**src/rtl/vx_writeback_arbiter_pkg.sv**
```systemverilog
// rtl/vx_writeback_arbiter_pkg.sv - shared sizes, channel ids and writeback payload types
package vx_writeback_arbiter_pkg;

  localparam int NUM_REQS    = 4;
  localparam int NUM_WARPS   = 4;
  localparam int NUM_THREADS = 4;
  localparam int NR_BITS     = 5;
  localparam int DATA_W      = 32;
  localparam int PC_W        = 32;

  // Index width with a floor of one bit so single-entry configs still elaborate.
  function automatic int idx_bits(input int n);
    return (n > 1) ? $clog2(n) : 1;
  endfunction

  localparam int NW_BITS  = idx_bits(NUM_WARPS);
  localparam int SRC_BITS = idx_bits(NUM_REQS);

  localparam logic [SRC_BITS-1:0] CH_ALU = SRC_BITS'(0);
  localparam logic [SRC_BITS-1:0] CH_LD  = SRC_BITS'(1);
  localparam logic [SRC_BITS-1:0] CH_CSR = SRC_BITS'(2);
  localparam logic [SRC_BITS-1:0] CH_FPU = SRC_BITS'(3);

  typedef struct packed {
    logic [NW_BITS-1:0]            wid;
    logic [NUM_THREADS-1:0]        tmask;
    logic [PC_W-1:0]               pc;
    logic [NR_BITS-1:0]            rd;
    logic [NUM_THREADS*DATA_W-1:0] data;
  } wb_payload_t;

  typedef struct packed {
    logic [SRC_BITS-1:0] src;
    wb_payload_t         payload;
  } wb_entry_t;

  typedef enum logic [1:0] {
    BUF_EMPTY = 2'd0,
    BUF_ONE   = 2'd1,
    BUF_FULL  = 2'd2
  } buf_state_e;

endpackage

```
**src/rtl/vx_writeback_arbiter_if.sv**
```systemverilog
// rtl/vx_writeback_arbiter_if.sv - commit input and writeback output bundle
interface vx_writeback_arbiter_if;
  import vx_writeback_arbiter_pkg::*;

  logic [NUM_REQS-1:0]                    cmt_valid;
  logic [NUM_REQS-1:0]                    cmt_ready;
  logic [NUM_REQS-1:0]                    cmt_wb;
  logic [NUM_REQS*NW_BITS-1:0]            cmt_wid;
  logic [NUM_REQS*NUM_THREADS-1:0]        cmt_tmask;
  logic [NUM_REQS*PC_W-1:0]               cmt_pc;
  logic [NUM_REQS*NR_BITS-1:0]            cmt_rd;
  logic [NUM_REQS*NUM_THREADS*DATA_W-1:0] cmt_data;

  logic                          wb_valid;
  logic                          wb_ready;
  logic [NW_BITS-1:0]            wb_wid;
  logic [NUM_THREADS-1:0]        wb_tmask;
  logic [PC_W-1:0]               wb_pc;
  logic [NR_BITS-1:0]            wb_rd;
  logic [NUM_THREADS*DATA_W-1:0] wb_data;
  logic [SRC_BITS-1:0]           wb_src;

  modport master (
    output cmt_valid, cmt_wb, cmt_wid, cmt_tmask, cmt_pc, cmt_rd, cmt_data, wb_ready,
    input  cmt_ready, wb_valid, wb_wid, wb_tmask, wb_pc, wb_rd, wb_data, wb_src
  );

  modport slave (
    input  cmt_valid, cmt_wb, cmt_wid, cmt_tmask, cmt_pc, cmt_rd, cmt_data, wb_ready,
    output cmt_ready, wb_valid, wb_wid, wb_tmask, wb_pc, wb_rd, wb_data, wb_src
  );

endinterface

```
**src/rtl/vx_rr_skid_buf.sv**
```systemverilog
// rtl/vx_rr_skid_buf.sv - 2-entry elastic buffer whose in_ready comes straight from state
module vx_rr_skid_buf
  import vx_writeback_arbiter_pkg::*;
#(
  parameter int WIDTH = 8
) (
  input  logic             clk,
  input  logic             reset,
  input  logic             in_valid_i,
  output logic             in_ready_o,
  input  logic [WIDTH-1:0] in_data_i,
  output logic             out_valid_o,
  input  logic             out_ready_i,
  output logic [WIDTH-1:0] out_data_o,
  output logic             busy_o
);

  buf_state_e       state_q, state_d;
  logic [WIDTH-1:0] main_q, main_d;
  logic [WIDTH-1:0] ovf_q, ovf_d;
  logic             push;
  logic             pop;

  assign in_ready_o  = (state_q != BUF_FULL);
  assign out_valid_o = (state_q != BUF_EMPTY);
  assign out_data_o  = main_q;
  assign busy_o      = out_valid_o;
  assign push        = in_valid_i & in_ready_o;
  assign pop         = out_valid_o & out_ready_i;

  always_comb begin
    state_d = state_q;
    main_d  = main_q;
    ovf_d   = ovf_q;
    unique case (state_q)
      BUF_EMPTY: begin
        if (push) begin
          main_d  = in_data_i;
          state_d = BUF_ONE;
        end
      end
      BUF_ONE: begin
        // Drain and refill in one cycle keeps main occupied at full rate.
        if (push && pop) begin
          main_d = in_data_i;
        end else if (push) begin
          ovf_d   = in_data_i;
          state_d = BUF_FULL;
        end else if (pop) begin
          state_d = BUF_EMPTY;
        end
      end
      BUF_FULL: begin
        if (pop) begin
          main_d  = ovf_q;
          state_d = BUF_ONE;
        end
      end
      default: state_d = BUF_EMPTY;
    endcase
  end

  always_ff @(posedge clk) begin
    if (reset) begin
      state_q <= BUF_EMPTY;
      main_q  <= '0;
      ovf_q   <= '0;
    end else begin
      state_q <= state_d;
      main_q  <= main_d;
      ovf_q   <= ovf_d;
    end
  end

endmodule

```
**src/rtl/vx_writeback_arbiter.sv**
```systemverilog
// rtl/vx_writeback_arbiter.sv - round-robin merge of commit streams into one registered writeback port
module vx_writeback_arbiter
  import vx_writeback_arbiter_pkg::*;
(
  input  logic                   clk,
  input  logic                   reset,
  vx_writeback_arbiter_if.slave  bus,
  output logic                   busy
);

  localparam int LANE_W = NUM_THREADS * DATA_W;
  localparam int ENT_W  = $bits(wb_entry_t);

  logic [SRC_BITS-1:0] rr_ptr_q, rr_ptr_d;
  logic [NUM_REQS-1:0] cand;
  logic [NUM_REQS-1:0] grant;
  logic [SRC_BITS-1:0] gidx;
  logic [SRC_BITS-1:0] idx;
  logic                found;
  logic                in_ready;
  logic                accept;
  wb_entry_t           in_entry;
  wb_entry_t           out_entry;
  logic                out_valid;

  assign cand = bus.cmt_valid & bus.cmt_wb;

  always_comb begin
    grant = '0;
    found = 1'b0;
    gidx  = '0;
    idx   = '0;
    for (int k = 0; k < NUM_REQS; k++) begin
      idx = SRC_BITS'((int'(rr_ptr_q) + k) % NUM_REQS);
      if (!found && cand[idx]) begin
        found       = 1'b1;
        gidx        = idx;
        grant[idx]  = 1'b1;
      end
    end
  end

  assign accept = found & in_ready;

  // Non-writeback commits bypass arbitration so stores/branches never wait on the register port.
  assign bus.cmt_ready = ~bus.cmt_wb | (grant & {NUM_REQS{in_ready}});

  always_comb begin
    rr_ptr_d = rr_ptr_q;
    if (accept) begin
      rr_ptr_d = SRC_BITS'((int'(gidx) + 1) % NUM_REQS);
    end
  end

  always_ff @(posedge clk) begin
    if (reset) begin
      rr_ptr_q <= '0;
    end else begin
      rr_ptr_q <= rr_ptr_d;
    end
  end

  always_comb begin
    in_entry               = '0;
    in_entry.src           = gidx;
    in_entry.payload.wid   = bus.cmt_wid[int'(gidx)*NW_BITS +: NW_BITS];
    in_entry.payload.tmask = bus.cmt_tmask[int'(gidx)*NUM_THREADS +: NUM_THREADS];
    in_entry.payload.pc    = bus.cmt_pc[int'(gidx)*PC_W +: PC_W];
    in_entry.payload.rd    = bus.cmt_rd[int'(gidx)*NR_BITS +: NR_BITS];
    in_entry.payload.data  = bus.cmt_data[int'(gidx)*LANE_W +: LANE_W];
  end

  vx_rr_skid_buf #(
    .WIDTH (ENT_W)
  ) u_skid (
    .clk         (clk),
    .reset       (reset),
    .in_valid_i  (found),
    .in_ready_o  (in_ready),
    .in_data_i   (in_entry),
    .out_valid_o (out_valid),
    .out_ready_i (bus.wb_ready),
    .out_data_o  (out_entry),
    .busy_o      (busy)
  );

  assign bus.wb_valid = out_valid;
  assign bus.wb_src   = out_entry.src;
  assign bus.wb_wid   = out_entry.payload.wid;
  assign bus.wb_tmask = out_entry.payload.tmask;
  assign bus.wb_pc    = out_entry.payload.pc;
  assign bus.wb_rd    = out_entry.payload.rd;
  assign bus.wb_data  = out_entry.payload.data;

  for (genvar i = 0; i < NUM_REQS; i++) begin : g_stall_chk
    assert property (@(posedge clk) disable iff (reset)
      (bus.cmt_valid[i] && !bus.cmt_ready[i]) |=>
        $stable({bus.cmt_wid[i*NW_BITS +: NW_BITS],
                 bus.cmt_tmask[i*NUM_THREADS +: NUM_THREADS],
                 bus.cmt_pc[i*PC_W +: PC_W],
                 bus.cmt_rd[i*NR_BITS +: NR_BITS],
                 bus.cmt_data[i*LANE_W +: LANE_W]}));
  end

endmodule
```
**src/flat_wrapper.sv**
```systemverilog
// flat-port wrapper written by rule: the top's interface ports become plain ports
module vx_writeback_arbiter_flat import vx_writeback_arbiter_pkg::*;
  (clk, reset, busy, bus_cmt_valid, bus_cmt_wb, bus_cmt_wid, bus_cmt_tmask, bus_cmt_pc, bus_cmt_rd, bus_cmt_data, bus_wb_ready, bus_cmt_ready, bus_wb_valid, bus_wb_wid, bus_wb_tmask, bus_wb_pc, bus_wb_rd, bus_wb_data, bus_wb_src);
  vx_writeback_arbiter_if bus_i ();
  input  logic clk;
  input  logic reset;
  output logic busy;
  input wire logic [$bits(bus_i.cmt_valid)-1:0] bus_cmt_valid;
  input wire logic [$bits(bus_i.cmt_wb)-1:0] bus_cmt_wb;
  input wire logic [$bits(bus_i.cmt_wid)-1:0] bus_cmt_wid;
  input wire logic [$bits(bus_i.cmt_tmask)-1:0] bus_cmt_tmask;
  input wire logic [$bits(bus_i.cmt_pc)-1:0] bus_cmt_pc;
  input wire logic [$bits(bus_i.cmt_rd)-1:0] bus_cmt_rd;
  input wire logic [$bits(bus_i.cmt_data)-1:0] bus_cmt_data;
  input wire logic [$bits(bus_i.wb_ready)-1:0] bus_wb_ready;
  output wire logic [$bits(bus_i.cmt_ready)-1:0] bus_cmt_ready;
  output wire logic [$bits(bus_i.wb_valid)-1:0] bus_wb_valid;
  output wire logic [$bits(bus_i.wb_wid)-1:0] bus_wb_wid;
  output wire logic [$bits(bus_i.wb_tmask)-1:0] bus_wb_tmask;
  output wire logic [$bits(bus_i.wb_pc)-1:0] bus_wb_pc;
  output wire logic [$bits(bus_i.wb_rd)-1:0] bus_wb_rd;
  output wire logic [$bits(bus_i.wb_data)-1:0] bus_wb_data;
  output wire logic [$bits(bus_i.wb_src)-1:0] bus_wb_src;
  assign bus_i.cmt_valid = bus_cmt_valid;
  assign bus_i.cmt_wb = bus_cmt_wb;
  assign bus_i.cmt_wid = bus_cmt_wid;
  assign bus_i.cmt_tmask = bus_cmt_tmask;
  assign bus_i.cmt_pc = bus_cmt_pc;
  assign bus_i.cmt_rd = bus_cmt_rd;
  assign bus_i.cmt_data = bus_cmt_data;
  assign bus_i.wb_ready = bus_wb_ready;
  assign bus_cmt_ready = bus_i.cmt_ready;
  assign bus_wb_valid = bus_i.wb_valid;
  assign bus_wb_wid = bus_i.wb_wid;
  assign bus_wb_tmask = bus_i.wb_tmask;
  assign bus_wb_pc = bus_i.wb_pc;
  assign bus_wb_rd = bus_i.wb_rd;
  assign bus_wb_data = bus_i.wb_data;
  assign bus_wb_src = bus_i.wb_src;
  vx_writeback_arbiter u_core (.clk(clk), .reset(reset), .bus(bus_i), .busy(busy));
endmodule
```
**config.mk**
```make
export PLATFORM = sky130hd
export DESIGN_NAME = vx_writeback_arbiter_flat
export DESIGN_NICKNAME = d
export VERILOG_FILES = /design/src/rtl/vx_writeback_arbiter_pkg.sv /design/src/rtl/vx_writeback_arbiter_if.sv /design/src/rtl/vx_rr_skid_buf.sv /design/src/rtl/vx_writeback_arbiter.sv /design/src/flat_wrapper.sv
export SDC_FILE = /design/constraint.sdc
export NUM_CORES = 1
export LEC_CHECK = 0
export ABC_AREA = 1
export ABC_CLOCK_PERIOD_IN_PS = 2580
export CELL_PAD_IN_SITES_DETAIL_PLACEMENT = 2
export CELL_PAD_IN_SITES_GLOBAL_PLACEMENT = 2
export CORE_AREA = 4 4 341 343
export DETAILED_ROUTE_END_ITERATION = 16
export DIE_AREA = 0 0 345 347
export PLACE_DENSITY_LB_ADDON = 0.08
export SYNTH_ARGS = -nofsm -noshare
export SYNTH_HDL_FRONTEND = slang
export SYNTH_SLANG_ARGS = --single-unit
```
**constraint.sdc**
```tcl
create_clock -name clk -period 2.58 [get_ports clk]
set_clock_uncertainty 0.15 [all_clocks]
set_input_delay 0.387 -clock clk [delete_from_list [all_inputs] [get_ports clk]]
set_output_delay 0.387 -clock clk [all_outputs]
set_load 0.05 [all_outputs]
```
# Word-level counts from Yosys, hierarchy flattened
# Index checks and enable logic that the tools add are counted.
[op_classes]
addsub = 4
multipliers = 1
div_mod_pow = 0
order_cmp = 8
eq_ne = 8
n_shift = 5
mux = 38
bitwise = 10
reduce_logical = 17
[op_table]
columns = ["cell", "count"]
rows = [
  ["$mux 173", 3],
  ["$pmux 173 s3", 1],
  ["$shiftx 512x10->128", 1],
  ["$shiftx 128x8->32", 1],
  ["$shiftx 20x32->5", 1],
  ["$mux 2", 9],
  ["$mux 4", 4],
  ["$or 4x4->4", 4],
  ["$shiftx 16x5->4", 1],
  ["$lt 2x3->1 const B", 4],
  ["$mux 1", 12],
  ["$ne 2x2->1 const B", 5],
  ["$and 4x4->4", 2],
  ["$bmux 1 s2", 4],
  ["$demux 1 s2", 4],
  ["$ge 2x1->1 const B", 4],
  ["$logic_and 1x1->1", 8],
  ["$reduce_and 4->1", 2],
  ["$shiftx 8x4->2", 1],
  ["$pmux 2 s3", 1],
  ["$mul 2x3->5 const B", 1],
  ["$add 2x1->2 const B", 2],
  ["$add 2x2->2 const B", 2],
  ["$not 4->4", 1],
  ["other kinds (10)", 13],
]
[word_totals]
regBits = 350
latchBits = 0
ramBits = 0
mem_bits_ro = 0
out_inout_bits = 179
memories = 0

# Logic depth before layout (Yosys ltp)
# Gate-level depths: netlist (run 1).
[logic_depth]
ltp_word = 17
depth_mapped = 18
ltp_nobuf = 16

# Cells and area by module
# From an unflattened synthesis (run 1), not the netlist that was laid out.
[hier_totals]
hier_cells = 3889
area_unflattened_um2 = 23013.3
[modules_own_cells]
columns = ["mod", "n_inst", "cells_each", "area_per_inst_um2", "seq_area_each_um2"]
rows = [
  ["vx_rr_skid_buf", 1, 2464, 15855.2, 6966.7],
  ["vx_writeback_arbiter", 1, 1425, 7158.1, 40.0],
]

# Least setup slack after synthesis (run 1)
# Ideal clock, no wire load.
[synth_path]
path_kind = "register to register"
start = "register u_core.rr_ptr_q[0]"
end = "register u_core.u_skid.ovf_q[3]"
setup_ns = 0.109
arrival_time_ns = 2.401
required_time_ns = 2.321
setup_slack_ns = -0.079
stages_incl_launch_ff = 18
synth_period_minus_slack_ns = 2.659
cell_sequence = "dfxtp_1 > inv_2 > ha_1 > inv_1 > nand3_2 > nand2_2 > nand4_1 > nand2_1 > nand2_2 > buf_6 > buf_8 > buf_2 > nand3_1 > nand3_1 > nand2_1 > nand2_1 > nand2_1 > inv_1"
[synth_via]
elab_chain_cells = 16
[synth_lines]
columns = ["item", "line", "rtl"]
rows = [
  ["start, declared", "vx_writeback_arbiter.sv:14", "logic [SRC_BITS-1:0] rr_ptr_q, rr_ptr_d;"],
  ["start signal, assigned", "vx_writeback_arbiter.sv:59", "rr_ptr_q <= rr_ptr_d;"],
  ["branches (longest 16 deep; another with $add 2x1->2)", "n/a", ""],
  ["end signal, assigned", "vx_rr_skid_buf.sv:71", "ovf_q <= ovf_d;"],
  ["end, declared", "vx_rr_skid_buf.sv:20", "logic [WIDTH-1:0] ovf_q, ovf_d;"],
]
# Several ways; the timed one is not identified. The select of a mux whose other input is x is not followed.
# A chain may end at the register's enable or synchronous reset.

# Final worst setup path (run 1)
[layout_path]
start = "register u_core.rr_ptr_q[0]"
end = "register u_core.u_skid.ovf_q[39]"
# The elaborated chain is that of the path after synthesis.

==> run metrics, run 1 <==
status finished with violations; violated checks setup timing; Crit path depth 19; DRC 0; share of layout cells above drive strength 1 0.3708; synth top area cells dfxtp_1, nand3_1, nand2_1; 1st-iter DRT viols approximately 960; post-route minimum period 2.948 ns; slowest stage cell, crit path dfxtp_4; RSZ-0062 raised after global routing yes; TritonCTS buffer count 48; final period utilization 1.143; Worst path max stage delay 0.36 ns; Cell Count, Final, Fillers Out ~5900; Yosys top cell area share 0.3296; DIE HEIGHT approximately 350 µm; final net count between 5000 and 6000; CP top delay family simple AND/OR/NAND/NOR gates; number of global-route vias before repair roughly 30000; clk slew on worst S/H paths roughly 0.06 ns; crit path DAT roughly 3.3 ns; row count approximately 120; GRT Residual Overflow 0; worst-case clock buffer depth 3; Max Fclk ~340 MHz; register area share after synthesis 0.3296; worst-path fanout max 8; post-route setup slack -0.3679 ns; final core utilization 0.4083; Synth Area per Inst between 6 and 7 µm²; clock latency on the worst-skew pair 0.58 ns; WP buf/inv 8; Distinct cells, synth 29; Synth top cells by count nand2_1, nand3_1, a21oi_1; # IOs 874; most common cell in the netlist nand2_1; Critical Path Source Type register; gr usage total 0.2293; Worst Setup EP u_core.u_skid.ovf_q[39]; final-report hold violation count 0; Placement Cell Area ~33000 µm²; I/O Buffers between 800 and 900; Place WS -0.5628 ns; final WL ~160000 µm; Syn Std Cell Area 21260 µm²; Syn-to-layout area delta 118.1%; largest net degree at the start of global routing between 90 and 100; average wire per standard cell 27.56 µm; syn nets ~4100; TritonCTS clock tree done; fin. max-slew vios 0; max cap viols 0; Reg2Reg Setup Slack -0.37 ns; clk root buf clkbuf_16; final instance area 46370 µm²; ys async rst share 0; gpl congestion 0.8057; DR vias 28770; detailed placement HPWL 99310 µm; synthesized flop and latch total between 300 and 400; Worst Setup SP u_core.rr_ptr_q[0]; die area ~120000 µm²; dominant synthesized flop cell dfxtp_1; Post-synth EDFFs 0; global-route wire length before repair 207300 µm; Mapped Cells about 3300; WP data required 2.90 ns; Top cell by count, worst path nand2_1; Setup CP Type register to register; critical path cell sequence inv_4 -> ha_4 -> inv_4 -> nand3_4 -> nand2_4 -> buf_6 -> nand4_1 -> nand2_2 -> nand2_8 -> buf_12 -> clkbuf_16 -> clkbuf_16 -> buf_8 -> nand3_2 -> nand3_2 -> nand2_1 -> nand2_1 -> nand2_1 -> inv_1; Post-DRT Antenna Nets 0; Initial Utilization 0.1872; DRT Pass-1 Iters 5; reg-to-reg startpoint u_core.rr_ptr_q[0]; element type at the critical path end register; worst hold path type register to register; Clock Sinks between 300 and 400; synth warn 0; Max transition margin 0.4140; Synth area leader dfxtp_1; Crit Reg-Reg Endpoint u_core.u_skid.ovf_q[39]; antenna violations before repair 12; vias per cell 4.837; Worst Tran Pin Value around 0.88 ns; CTS H-tree depth 2; area of the core 113600 µm²; Die W 345 µm; Placed Instances 5626; Setup violations, final around 350; Reg2Reg Depth 19
==> state kept, by name (all words and copies together) (netlist names) <==
register and cells:
u_core.u_skid.out_data_o 173, u_core.u_skid.ovf_q 173, u_core.u_skid.state_q 2, u_core.rr_ptr_q 2
==> cell families after synthesis <==
group                    synth area share
AND/OR/NAND/NOR                    0.3714
buffers and inverters              0.1057
flip-flops                         0.3296
AO/OA/AOI/OAI                      0.1886
adder cells (fa/ha/maj)          0.004709
==> final cells by class <==
cell class / count / area, µm²
Sequential cell: 350 / 7012
Multi-Input combinational cell: 2504 / 19230
Antenna cell: 9 / 22.52
Clock inverter: 8 / 78.83
Timing Repair inverter: 6 / 88.84
Inverter: 193 / 799.5
Timing Repair Buffer: 1285 / 15770
Tap cell: 1512 / 1892
Fill cell: 12300 / 67200
Clock buffer: 80 / 1473
==> placed cells by master (no fill, tap or decap), types with 157 or more instances in the layout <==
master | Yosys | layout
clkdlybuf4s50_1 | 0 | 864
nand2_2 | 3 | 204
nand2_1 | 886 | 518
nand3_4 | 1 | 235
nand3_1 | 863 | 290
inv_1 | 186 | 175
nand3_2 | 12 | 351
a21oi_1 | 352 | 233
o21a_1 | 171 | 171
nand2_4 | 2 | 157
dfxtp_1 | 350 | 348
==> worst register-to-register path, cell delays in order, from the launching register on <==
cell and delay [ns]:
dfxtp_4 0.36, inv_4 0.05, ha_4 0.27, inv_4 0.08
nand3_4 0.09, nand2_4 0.11, buf_6 0.11, nand4_1 0.17
nand2_2 0.17, nand2_8 0.14, buf_12 0.17, clkbuf_16 0.19
clkbuf_16 0.20, buf_8 0.14, nand3_2 0.07, nand3_2 0.09
nand2_1 0.09, nand2_1 0.07, nand2_1 0.07, inv_1 0.03
==> timing repair <==
action                                  CTS  global route
gates resized for setup                 199          1647
hold buffers                              0             0
pin swaps                                32           465
setup buffers                            36            77
endpoints found under the hold margin     0             0
gates cloned                             55            72
endpoints found under the setup margin  354           354
==> layer usage <==
metal  track usage  vias up  wire (µm)
met5             0        -         26
met4       0.06592        4       4840
met3       0.05509      174       8157
met2        0.4117      725      84310
met1        0.2707    14400      66540
li1              -    13460          -
==> worst min-delay path by stage <==
stage,from,to,slack (ns),cells past startpoint
final,u_core.u_skid.ovf_q[172],u_core.u_skid.out_data_o[172],0.37,2
after global routing,bus_cmt_data[309],u_core.u_skid.out_data_o[53],0.37,5
after CTS,bus_cmt_data[348],u_core.u_skid.out_data_o[92],0.34,5
after detailed placement,u_core.u_skid.ovf_q[172],u_core.u_skid.out_data_o[172],0.34,2
after global placement,u_core.u_skid.ovf_q[172],u_core.u_skid.out_data_o[172],0.33,2
after floorplan,reset,u_core.u_skid.state_q[0],0.31,1
==> through the flow <==
step	hold slack, ns	TNS, ns
global placement	0.3293	-136.74
CTS	0.3393	-68.06
finish	0.3656	-82.58
detailed placement	0.3397	-157.87
global route	0.3686	-115.67
floorplan	0.3061	0
Power of run 1 is not shown: default switching activity piles up to over one toggle a cycle in this logic, so the estimate is an artifact.
==> inputs of run 2 (changes only) <==
--- a/config.mk
+++ b/config.mk
@@ -13,6 +13,7 @@
 export DETAILED_ROUTE_END_ITERATION = 16
 export DIE_AREA = 0 0 345 347
 export PLACE_DENSITY_LB_ADDON = 0.08
+export SLEW_MARGIN = 20
 export SYNTH_ARGS = -nofsm -noshare
 export SYNTH_HDL_FRONTEND = slang
 export SYNTH_SLANG_ARGS = --single-unit
==> results of run 2 <==
Same layout as run 1: the final DEF is identical, and so are final timing and power.
Power of run 2 is left out for the same reason.
